`src/rtl/if_fetch_stage.sv`:
```
// Instruction fetch: PC register, synchronous imem read port and IF/ID bundle.
// A one-entry hold buffer keeps the in-flight word across a stall.
module if_fetch_stage #(
   parameter logic [31:0] RESET_PC    = 32'h0000_0000,
   parameter int          IMEM_ADDR_W = 14,
   parameter logic [31:0] NOP_INST    = 32'h0000_0013
) (
   input  logic                   clk,
   input  logic                   rstn,
   input  logic                   Pause,
   input  logic                   redirect,
   input  logic [31:0]            redirect_pc,
   output logic [IMEM_ADDR_W-1:0] imem_addr,
   input  logic [31:0]            imem_rdata,
   output logic [31:0]            IF_pc_i,
   output logic [31:0]            IF_pc4_i,
   output logic [31:0]            IF_inst,
   output logic                   IF_valid
);

   typedef enum logic [1:0] {
      BUBBLE = 2'b00,
      ILLEGAL = 2'b01,
      RUN    = 2'b10,
      HOLD   = 2'b11
   } state_e;

   logic [31:0] pc_q, pc_d;
   logic [31:0] resp_pc_q, resp_pc_d;
   logic        resp_valid_q, resp_valid_d;
   logic [31:0] hold_inst_q, hold_inst_d;
   logic        hold_valid_q, hold_valid_d;
   state_e      state;

   assign state = state_e'({resp_valid_q, hold_valid_q});

   always_ff @(posedge clk or negedge rstn) begin
      if (!rstn) begin
         pc_q         <= RESET_PC;
         resp_pc_q    <= 32'h0;
         resp_valid_q <= 1'b0;
         hold_inst_q  <= 32'h0;
         hold_valid_q <= 1'b0;
      end else begin
         pc_q         <= pc_d;
         resp_pc_q    <= resp_pc_d;
         resp_valid_q <= resp_valid_d;
         hold_inst_q  <= hold_inst_d;
         hold_valid_q <= hold_valid_d;
      end
   end

   always_comb begin
      pc_d         = pc_q;
      resp_pc_d    = resp_pc_q;
      resp_valid_d = resp_valid_q;
      hold_inst_d  = hold_inst_q;
      hold_valid_d = hold_valid_q;
      if (redirect) begin
         pc_d         = redirect_pc & 32'hFFFF_FFFC;
         resp_valid_d = 1'b0;
         hold_valid_d = 1'b0;
      end else if (Pause) begin
         // Capture the word in flight; memory moves on to pc_q next cycle.
         unique case (state)
            RUN: begin
               hold_inst_d  = imem_rdata;
               hold_valid_d = 1'b1;
            end
            default: ;
         endcase
      end else begin
         resp_pc_d    = pc_q;
         resp_valid_d = 1'b1;
         hold_valid_d = 1'b0;
         pc_d         = pc_q + 32'd4;
      end
   end

   assign imem_addr = pc_q[IMEM_ADDR_W+1:2];
   assign IF_pc_i   = resp_pc_q;
   assign IF_pc4_i  = resp_pc_q + 32'd4;
   assign IF_valid  = resp_valid_q;
   assign IF_inst   = !resp_valid_q ? NOP_INST :
                      hold_valid_q  ? hold_inst_q : imem_rdata;

endmodule

```
`config.mk`:
```
export PLATFORM = sky130hd
export DESIGN_NAME = if_fetch_stage
export DESIGN_NICKNAME = d
export VERILOG_FILES = /design/src/rtl/if_fetch_stage.sv
export SDC_FILE = /design/constraint.sdc
export NUM_CORES = 1
export LEC_CHECK = 0
export BUFFER_PORTS_ARGS = -buffer_cell sky130_fd_sc_hd__buf_2
export CAP_MARGIN = 15
export CORE_ASPECT_RATIO = 0.8
export CORE_MARGIN = 8
export CORE_UTILIZATION = 35
export CTS_CLUSTER_DIAMETER = 100
export DETAILED_ROUTE_END_ITERATION = 10
export PLACE_DENSITY_LB_ADDON = 0.05
export SLEW_MARGIN = 20
export SYNTH_ARGS = -nofsm -noshare
export SYNTH_HDL_FRONTEND = slang
export SYNTH_SLANG_ARGS = --single-unit
```
`constraint.sdc`:
```
create_clock -name clk -period 3.79 [get_ports clk]
set_clock_uncertainty 0.1 [all_clocks]
set_input_delay 0.5685 -clock clk [delete_from_list [all_inputs] [get_ports clk]]
set_output_delay 0.5685 -clock clk [all_outputs]
set_load 0.05 [all_outputs]
```
## Word level (Yosys, flattened, before mapping)

Index checks and enable logic that the tools add are counted.
W data, S select, Z words.

- Output and inout port bits: 111
- Flip-flop bits (word level): 98
- Bits of input ports: 68

- Add/sub/neg operators: 2
- Muxes and demuxes: 9
- Reduce and logical (&&, ||, !) cells: 2
- Bitwise logic cells: 2
- Eq/ne operators: 3

Operator list:

| operator | number |
|---|---|
| $mux W32 | 4 |
| $add A32 B3 Y32 const B | 2 |
| $mux W1 | 5 |
| $ne A3 B1 Y1 const B | 1 |
| $reduce_and A3 Y1 | 1 |
| $eq A2 B2 Y1 const B | 1 |
| $ne A2 B1 Y1 const B | 1 |
| $not A1 Y1 | 2 |
| $reduce_and A2 Y1 | 1 |

## Depth between registers and ports, before layout

- Depth after elaboration: 4
- Gate-level depth with buffers: 7

## Worst setup path before layout

OpenSTA, ideal clock, no wires.

- Path type: register -> output
- Start point: register resp_pc_q[3], in the netlist IF_pc_i[3]
- End point: output IF_pc4_i[18]
- Stages on the path, launching flop included: 7
- Path buffers: 1
- Required time: 3.122 ns
- Path slack: 0.613 ns
- Arrival time: 2.509 ns
- Cell sequence: dfrtp_1 ha_1 and4_1 and4_1 clkbuf_1 nand3_1 xnor2_1

- Longest elaborated chain between the ends: 1

Ends and longest elaborated chain:

| item | line | RTL |
|---|---|---|
| from (decl) | 29 | `logic [31:0] resp_pc_q, resp_pc_d;` |
| from (signal assigned) | 46 | `resp_pc_q <= resp_pc_d;` |
| $add A32 B3 Y32 | 82 | `assign IF_pc4_i = resp_pc_q + 32'd4;` |
| to (decl) | 16 | `output logic [31:0] IF_pc4_i,` |

Every way passes these cells.

## Worst setup path in the final report

- Start point: register resp_pc_q[12], in the netlist IF_pc_i[12]
- End point: output IF_pc4_i[31]

Same word-level chain as after synthesis.

==> run summary <==
The tools report the worst reg2reg path startpoint as pc_q[2]. For the largest net degree at the start of global routing, the log shows 60. The finished layout holds 853 standard cells, fillers aside. For the maximum clock insertion buffer count, the log shows 2. Cells fill 43.4% of the core in the end.

The wire-length estimate of the detail-placed layout is 11300 um. The tools report the final count of hold timing violations as 0. For the pin with the worst max-slew slack, the measured transition is 1010 ps.

The flow ran to the end, and the final reports show no timing, DRC or antenna violations. For this design, the slowest cell found on the critical path is dfrtp_1. Async set or reset register ratio after synthesis: 100%. By area, the combinational part of the netlist is dominated by simple AND/OR/NAND/NOR gates. The number of cells after detailed placement was 838. The die extent in x is 154 um, and the maximum achievable frequency is 332 MHz.

The delay of the slowest cell on the worst path was 450 ps. The routed design could run at a clock period as short as 3010 ps. Total negative slack for setup checks: 0 ps. The tools report the filler cell count in the final layout as 1502. The first routing iteration left 259 violations. 179 I/O pins were placed. Headroom to the max-slew limit came out at 32.4%. Yosys mapped a number of flops with a built-in enable equal to 0. The initialized floorplan defines 40 standard-cell rows.

The repair_antennas step left the layout with diodes totalling 0. The first detailed-routing pass took 4 iterations. The cell type with the largest total area after synthesis was dfrtp_1. The number of buffers added for setup after CTS is 0, and the area share of the largest cell type after synthesis is 43.9%. The synthesized netlist cell count came out at 521. Xor and xnor area share after synthesis: 6.21%.

The tools report the H-tree depth as 3. The total buffers and inverters traversed by the critical path is 1. Wire segments on met3 add up to 1030 um in the final route. The number of cells on the worst reg-to-reg path is 4. The final-report max-slew violation count is 0, and the synthesized area is 5360 um^2.

Of the total synthesized cell area, the portion taken by full adders, half adders and majority gates is 0.467%. Setup violations remaining at the end of the flow were counted as 0. The areal power density over the cells was 527 nW/um^2; the maximum VDD drop was 247 uV.

The count of buffers from port buffering came out at 172. Traced cell by cell, the critical path runs through and4_1 > nand4_1 > nor4_1 > xor2_1 > buf_2. The cell with the most instances after synthesis was dfrtp_1. The synthesized netlist devotes 6.49% of its cell area to compound gates.

After synthesis, the mean cell area works out to 10.3 um^2. From bottom edge to top edge, the die measures 127 um. The tool flagged a number of max-cap violations equal to 0. After layout, the worst path uses 79.4% of the clock period. The logs give 9 for the clock buffer count from CTS and 15100 um for the final wirelength. The antenna violation net count after detailed routing was 0; the via count normalized by instance count was 5.25. The initial utilization of the core area, before any placement, comes to 35.7%.

The commonest cells after synthesis are 94 x dfrtp_1, 46 x nor2_1, 42 x mux2_2. Counting flops and latches in the post-synthesis netlist gives 94. The area growth from synthesis to layout is 21.4%. Highest metal layer with signal wires: met4. Data on the critical path is required at its endpoint by 3120 ps. The kind of path behind the tightest hold check was input port to asynchronous set/reset pin. The cell family contributing the most delay on the critical path is simple AND/OR/NAND/NOR gates. The die footprint is 19600 um^2, and the number of nets in the layout is 730.

For this run, the number of Yosys warnings is 0. The average routed wire per standard cell was 17.7 um. TritonCTS built the clock tree. The worst register-to-register path has a setup slack of 1480 ps. Total routed wire length on the met1 layer: 6820 um.

Gates resized during post-CTS repair numbered 0. For the via count of the first global-routing pass, the log shows 4559. Setup repair after global routing left no endpoint under its margin. The standby leakage power is 2.88 nW. The total number of clock tree sinks came out at 94. The worst setup path is launched from a register. Ranked by total cell area, the synthesized netlist is headed by dfrtp_1 44%, mux2_2 8.8%, mux2i_1 6.2%, nor2_1 3.2%, mux2_1 3.1%. The total number of cells along the worst setup path is 5, and the global-route wire length before repair is 24300 um. Sequential cells were found to cover 43.9% of the synthesized design area. The insertion delay of the later-clocked pin in the worst-skew pair was 340 ps; the mux contribution to synthesized area was 18.1%.

The logs give 0 for the count of hold buffers inserted by post-cts repair and 0.788 for the routability congestion estimate. The run gives 15.5% as the global router's overall resource usage. The worst hold slack was 79.8 ps. STA classifies the critical path endpoint as an output port.

The most common flop cell mapped by yosys was dfrtp_1. The worst setup path is of the register to output port kind. The region available for standard cell placement spans 15000 um^2. The logs give 3.43 mW for the total design power and 0 for the sum of overflow across all layers after global routing. The count of different cell masters after synthesis is 47, and the number of antenna violations at the first check in global routing is 0. Of the total synthesized cell area, the portion taken by AND, OR, NAND and NOR gates is 18.6%.

STA puts the critical path data arrival time at 2340 ps. The endpoint of the worst register-to-register path was pc_q[27]. CTS root buffer: clkbuf_16. The detailed-routed wire length on met2 came out at 7120 um. After detailed routing, the number of remaining DRC violations is 0. The routed layout has 4478 vias. The CTS clock-pin slew for the worst setup and hold paths was 60 ps; the maximum fanout along the worst path was 7. The share of layout cells above drive strength 1 works out to 35.7%.
[layout by cell type (no fill, tap or decap), drive strengths merged, types with 2 or more instances in the layout]
cell    Yosys  final
o31ai      13     13
or4        13     13
nand4      19     19
and2        4      4
nand3      22     22
nor3        5      5
ha          2      2
o211ai      2      2
mux2       57     57
nor4        2      2
and3        8      8
nor2       46     46
xor2       19     19
and4       15     15
o211a       2      2
dfrtp      94     94
clkinv      0      2
inv         7      7
xnor2      19     19
buf        34    175
nor2b       4      4
a22oi       2      2
mux2i      33     33
nand2      40     40
clkbuf     16     11
o21ai      18     18
a31oi      14     14
conb        1      4
[cell type report]
type	count	area [um^2]	area share [%]
sequential	94	2350	36.2
clock inverter	4	47.5	0.730
inverter	7	26.3	0.404
multi-input combinational	373	2700	41.5
timing repair buffer	175	898	13.8
tap	189	236	3.63
clock buffer	11	243	3.73
[worst reg2reg max path, stage by stage, from the launching register on]
cell and delay [ps]:
dfrtp_1 500, and4_1 400, nand4_1 450, or4_1 610, a31oi_1 180
[cells by family after synthesis]
kind of cell,after synthesis
adder cells (fa/ha/maj),2
AO/OA/AOI/OAI,54
flip-flops,94
XOR/XNOR,38
multiplexers,90
buffers and inverters,57
other,1
AND/OR/NAND/NOR,185
[routing by layer]
metal	vias to the layer above	global-route usage, %
li1	2136	-
met1	2203	19.7
met2	129	25.4
met3	10	4.51
met4	0	3.85
met5	-	0
[metrics by stage]
step | instance area [um^2] | setup slack [ps]
5_1_grt | 6510 | 582
3_5_place_dp | 6220 | 1170
2_1_floorplan | 5370 | 613
6_report | 6510 | 781
4_1_cts | 6510 | 780
3_3_place_gp | 6220 | 1170
[report_power, final]
part | total [mW] | switching, mW | internal [mW] | leakage [nW]
sequential | 1.37 | 0.190 | 1.18 | 1.11
clock | 0.897 | 0.373 | 0.524 | 0.141
combinational | 1.16 | 0.830 | 0.334 | 1.63
[worst max path at each step]
stage	from	endpoint	slack (ps)
after floorplan	IF_pc_i[3]	IF_pc4_i[18]	610
after global placement	IF_pc_i[12]	IF_pc4_i[31]	1170
after detailed placement	IF_pc_i[12]	IF_pc4_i[31]	1170
after CTS	IF_pc_i[12]	IF_pc4_i[31]	780
after global routing	IF_pc_i[12]	IF_pc4_i[31]	580
final	IF_pc_i[12]	IF_pc4_i[31]	780
[flip-flops by register name (all words and copies together) (netlist names)]
register,cells
pc_q,30
IF_pc_i,30
hold_inst_q,32
IF_valid,1
hold_valid_q,1
(Power assumes the default switching activity.)
